**src/rtl/ex_muldiv_unit.sv**
```systemverilog
// Iterative radix-2 multiply/divide unit for the EX stage, with the HI/LO registers.
// Each operation takes WIDTH busy cycles. MULT/MULTU leave {HI,LO} = product.
// DIV/DIVU leave LO = quotient and HI = remainder.
module ex_muldiv_unit #(
  parameter int unsigned WIDTH = 32
) (
  input  logic             clk,
  input  logic             reset,
  input  logic             start,
  input  logic [1:0]       op,
  input  logic [WIDTH-1:0] Rs_data,
  input  logic [WIDTH-1:0] Rt_data,
  input  logic             hi_we,
  input  logic             lo_we,
  output logic             stall,
  output logic             busy,
  output logic             done,
  output logic [WIDTH-1:0] hi_out,
  output logic [WIDTH-1:0] lo_out
);

  localparam int unsigned CNT_W = $clog2(WIDTH);
  localparam int unsigned AW    = 2 * WIDTH;

  typedef enum logic [1:0] {S_IDLE, S_BUSY, S_DONE} state_t;

  state_t           state_q, state_d;
  logic [CNT_W-1:0] count_q;
  logic [AW-1:0]    acc_q;
  logic [WIDTH-1:0] opb_q;
  logic             is_div_q;
  logic             neg_lo_q;
  logic             neg_hi_q;
  logic             b_zero_q;
  logic [WIDTH-1:0] hi_q, lo_q;

  logic             a_neg, b_neg;
  logic [WIDTH-1:0] a_abs, b_abs;
  logic [WIDTH:0]   mul_sum;
  logic [AW-1:0]    mul_nxt;
  logic [WIDTH:0]   rem_sh;
  logic [WIDTH:0]   div_diff;
  logic             div_ok;
  logic [AW-1:0]    div_nxt;
  logic [AW-1:0]    acc_nxt;
  logic [AW-1:0]    prod;
  logic [WIDTH-1:0] quo, rem;
  logic [WIDTH-1:0] res_hi, res_lo;
  logic             last_step;

  // Operand magnitudes and signs for signed ops (op[0] = signed).
  always_comb begin
    a_neg = op[0] & Rs_data[WIDTH-1];
    b_neg = op[0] & Rt_data[WIDTH-1];
    a_abs = a_neg ? -Rs_data : Rs_data;
    b_abs = b_neg ? -Rt_data : Rt_data;
  end

  // One iteration step: shift-add multiply or restoring divide over acc_q.
  always_comb begin
    mul_sum  = {1'b0, acc_q[AW-1:WIDTH]} + (acc_q[0] ? {1'b0, opb_q} : '0);
    mul_nxt  = {mul_sum, acc_q[WIDTH-1:1]};
    rem_sh   = acc_q[AW-1:WIDTH-1];
    div_diff = rem_sh - {1'b0, opb_q};
    div_ok   = ~div_diff[WIDTH];
    div_nxt  = {(div_ok ? div_diff[WIDTH-1:0] : rem_sh[WIDTH-1:0]), acc_q[WIDTH-2:0], div_ok};
    acc_nxt  = is_div_q ? div_nxt : mul_nxt;
  end

  // Sign correction of the final step and the divide-by-zero override.
  always_comb begin
    prod = neg_lo_q ? -acc_nxt : acc_nxt;
    quo  = acc_nxt[WIDTH-1:0];
    rem  = acc_nxt[AW-1:WIDTH];
    if (is_div_q) begin
      res_lo = b_zero_q ? '1 : (neg_lo_q ? -quo : quo);
      res_hi = neg_hi_q ? -rem : rem;
    end else begin
      res_lo = prod[WIDTH-1:0];
      res_hi = prod[AW-1:WIDTH];
    end
  end

  assign last_step = (count_q == CNT_W'(WIDTH - 1));

  // State register.
  always_ff @(posedge clk) begin
    if (reset) state_q <= S_IDLE;
    else       state_q <= state_d;
  end

  // Next-state logic.
  always_comb begin
    state_d = state_q;
    case (state_q)
      S_IDLE:  if (start) state_d = S_BUSY;
      S_BUSY:  if (last_step) state_d = S_DONE;
      S_DONE:  state_d = S_IDLE;
      default: state_d = S_IDLE;
    endcase
  end

  // Datapath: operand latch, iteration, and HI/LO updates.
  always_ff @(posedge clk) begin
    if (reset) begin
      count_q  <= '0;
      acc_q    <= '0;
      opb_q    <= '0;
      is_div_q <= 1'b0;
      neg_lo_q <= 1'b0;
      neg_hi_q <= 1'b0;
      b_zero_q <= 1'b0;
      hi_q     <= '0;
      lo_q     <= '0;
    end else begin
      case (state_q)
        S_IDLE: begin
          if (start) begin
            count_q  <= '0;
            is_div_q <= op[1];
            neg_lo_q <= a_neg ^ b_neg;
            neg_hi_q <= op[1] & a_neg;
            b_zero_q <= (Rt_data == '0);
            acc_q    <= op[1] ? {{WIDTH{1'b0}}, a_abs} : {{WIDTH{1'b0}}, b_abs};
            opb_q    <= op[1] ? b_abs : a_abs;
          end else begin
            if (hi_we) hi_q <= Rs_data;
            if (lo_we) lo_q <= Rs_data;
          end
        end
        S_BUSY: begin
          acc_q   <= acc_nxt;
          count_q <= count_q + CNT_W'(1);
          if (last_step) begin
            hi_q <= res_hi;
            lo_q <= res_lo;
          end
        end
        default: ;
      endcase
    end
  end

  assign stall  = ((state_q == S_IDLE) && start) || (state_q == S_BUSY);
  assign busy   = (state_q == S_BUSY);
  assign done   = (state_q == S_DONE);
  assign hi_out = hi_q;
  assign lo_out = lo_q;

endmodule

```
**config.mk**
```make
export PLATFORM = sky130hd
export DESIGN_NAME = ex_muldiv_unit
export DESIGN_NICKNAME = d
export VERILOG_FILES = /design/src/rtl/ex_muldiv_unit.sv
export SDC_FILE = /design/constraint.sdc
export NUM_CORES = 1
export LEC_CHECK = 0
export BUFFER_PORTS_ARGS = -buffer_cell sky130_fd_sc_hd__buf_2
export CORE_MARGIN = 4
export CORE_UTILIZATION = 35
export DETAILED_ROUTE_END_ITERATION = 8
export GPL_ROUTABILITY_DRIVEN = 0
export PLACE_DENSITY = 0.52
export RECOVER_POWER = 50
export REMOVE_ABC_BUFFERS = 1
export SYNTH_ARGS = -nofsm -noshare
export SYNTH_HDL_FRONTEND = slang
export SYNTH_SLANG_ARGS = --single-unit
```
**constraint.sdc**
```tcl
create_clock -name clk -period 7.3 [get_ports clk]
set_input_delay 1.095 -clock clk [delete_from_list [all_inputs] [get_ports clk]]
set_output_delay 1.095 -clock clk [all_outputs]
set_load 0.02 [all_outputs]
```
==> metrics.txt <==
status=finished with violations; failing checks=max-capacitance violations, max-slew violations; combinational power share=0.357; Primary FF master, synth=dfxtp_1; EDFF count, synth=0; ANT nets after route=0; dpl hpwl=46200 um; total number of vias=roughly 17000; n_diodes=0; r2r setup slk=between 1.5 and 2 ns; Synth area leader=dfxtp_1; Mapped Cells=2160; H-tree depth=4; I/O pins=roughly 140; row cnt=77; number of synthesized register bits=171; antenna violations before repair=0; final setup violation count=0; fraction of layout cells with a size suffix above 1=0.0893; DR pass1 iterations=5; Reg clk slew, reported paths=~0.07 ns; Final Max Tran Viols=about 180; Crit Path Max Fanout=16; Yosys top cell area share=0.220; via density per instance=5.92; CP endpoint=hi_out[26]; Area growth syn-to-layout=9.40%; DIE WIDTH=219 um; Final Cycle Share=0.787; worst slew pin tran=3.75 ns; dpl cells=2779; Ys Warns=0; Placeable Area=about 44000 um^2; switching part of the total=0.399; CTS tree=done; setup bufs post-CTS=0; HP Start=hi_out[2]; largest cells by area after synthesis=dfxtp_1 22%, nor2_1 6.7%, a21oi_1 6.7%, nand2_1 5.7%, ha_1 5.6%; setup ws final=1.55 ns; final hold vios=0; Reg power frac=0.333; Worst slew margin=-1.50; distinct cell type count after synthesis=94; Placement Setup Slack=1.66 ns; syn_area_per_cell=around 7.2 um^2; post_cts resized=0; Synth async-reset ratio=0; Fin Setup TNS=0 ns; worst r2r src=acc_q[31]; Reg2Reg Depth=20; hold crit path type=reg2reg; Max Clk Rate=approximately 170 MHz; TritonCTS Sinks=171; area of the die=48000 um^2; arrival time at the worst endpoint=6.08 ns; Initial DRC Count=1642; RSZ-0062 raised after global routing=false; height of the die=219 um; first-pass GRT wire length=roughly 95000 um; Non-Filler Instances=2810; Starting Density=0.353; Seq/Total Area, Yosys=0.220; crit path time final=5.75 ns; Max VDD drop=0.155 mV; pin count of the biggest net entering global routing=93; startpoint types=register; Avg WL per Cell=22.1 um; Clock Skews=0.0130 ns; Total Wirelength=around 62000 um; vias in the first global route=15600; Critical Path RT=7.64 ns; clock latency on the worst-skew pair=0.47 ns; Pint=1.92 mW; DRC=0; endpoint class of the critical path=register; hold bufs inserted after CTS=0; Reg-to-Reg End=hi_out[26]; Port Buffer Count=137; CTS root buf=clkbuf_16; clock power share=0.310; Net Sw Power=~1.3 mW; GR Overflow Total=0; clock tree buffer depth=2; Worst Setup SP=acc_q[31]; Power Density=187 nW/um^2; GRT Overall Usage=0.254; WS Path Type=reg2reg; Nets=approximately 2300; mapped cell area=15600 um^2; leakage=6.62 nW; Max Cap Violations=4; Num CTS Buffers=17
-- worst max-delay path: stages, from the launching register on --
cell and delay, ns:
dfxtp_1 0.34, inv_1 0.09, ha_1 0.17, inv_1 0.05
fa_1 0.43, a211oi_1 0.28, o21a_1 0.26, o31ai_2 0.14
o211a_1 0.29, nor3_4 0.50, nor3_1 0.25, a21oi_1 0.26
ha_1 0.21, o21ai_0 0.10, nand2b_1 0.20, or2_2 0.37
or3_2 0.60, a21boi_0 0.28, a41oi_1 0.17, xnor2_1 0.16
a2111oi_0 0.43
-- cells in the final DEF, fill, tap and decap left out, drive strengths merged, types with 39 or more instances in the layout --
| cell | Yosys | final |
|---|---|---|
| a31oi | 61 | 61 |
| dfxtp | 171 | 171 |
| xor2 | 71 | 71 |
| clkbuf | 120 | 88 |
| a211oi | 53 | 53 |
| a21oi | 210 | 210 |
| nand2 | 238 | 238 |
| nor2 | 281 | 281 |
| buf | 15 | 93 |
| o21ai | 142 | 142 |
| a21o | 39 | 39 |
| inv | 66 | 70 |
| xnor2 | 89 | 89 |
| ha | 70 | 70 |
| nor3 | 46 | 46 |
| and2 | 45 | 45 |
-- power groups by stage --
stage	sequential, mW	combinational [mW]	clock (mW)
4_1_cts	1.06	1.12	1.00
3_5_place_dp	1.08	1.12	0
3_3_place_gp	1.08	1.12	0
2_1_floorplan	1.09	0.714	0
5_1_grt	1.07	1.23	1.04
6_report	1.06	1.14	0.988
-- flip-flops by register name, summed over array words and instances (netlist names) --
signal,cells
count_q,5
b_zero_q,1
hi_out,32
acc_q,64
neg_hi_q,1
neg_lo_q,1
state_q,2
opb_q,32
lo_out,32
is_div_q,1
-- through the flow --
| stage | area, um^2 | utilization | power [mW] | hold WS [ns] |
|---|---|---|---|---|
| 6_report | 17100 | 0.387 | 3.19 | 0.466 |
| 3_5_place_dp | 16600 | 0.375 | 2.20 | 0.454 |
| 4_1_cts | 17200 | 0.389 | 3.19 | 0.463 |
| 5_1_grt | 17100 | 0.387 | 3.35 | 0.498 |
| 3_3_place_gp | 16600 | 0.375 | 2.20 | 0.444 |
| 2_1_floorplan | 14900 | - | 1.81 | 0.434 |
-- cells in the mapped netlist, types with 33 or more instances --
cell,number
a21o_1,38
and2_1,43
nor3_1,45
clkbuf_1,103
nand2_1,238
xor2_1,71
a211oi_1,52
dfxtp_1,171
a21oi_1,209
o21ai_0,137
a31oi_1,60
xnor2_1,89
inv_1,65
nand3_1,33
nor2_1,280
ha_1,70
a22oi_1,38
-- layout make-up --
cell class,instances,area (um^2)
inverters,66,249
clock buffers,18,439
fillers,4774,27100
multi-input cells,1787,11200
clock inverters,13,165
flip-flops and latches,171,3430
repair buffers,163,798
well taps,592,741
-- worst min-delay path by stage --
stage,slack (ns),to,depth (start not counted)
2_1_floorplan,0.43,opb_q[13],2
3_3_place_gp,0.44,hi_out[2],2
3_5_place_dp,0.45,hi_out[2],2
4_1_cts,0.46,hi_out[2],2
5_1_grt,0.50,opb_q[30],2
6_report,0.47,hi_out[2],2
-- cell families after synthesis --
| kind of cell | share of synthesized area |
|---|---|
| adder cells (fa/ha/maj) | 0.0587 |
| AO/OA/AOI/OAI | 0.306 |
| multiplexers | 0.0344 |
| flip-flops | 0.220 |
| XOR/XNOR | 0.0899 |
| buffers and inverters | 0.0614 |
| AND/OR/NAND/NOR | 0.230 |
-- routing by layer --
metal | track usage | share of wire | vias up
met4 | 0.0758 | 0.025 | 0
met1 | 0.362 | 0.46 | 7945
met2 | 0.399 | 0.45 | 651
met5 | 0 | 0 | -
li1 | - | - | 7934
met3 | 0.0342 | 0.062 | 93
Note: power is estimated with default switching activity, not from simulation.
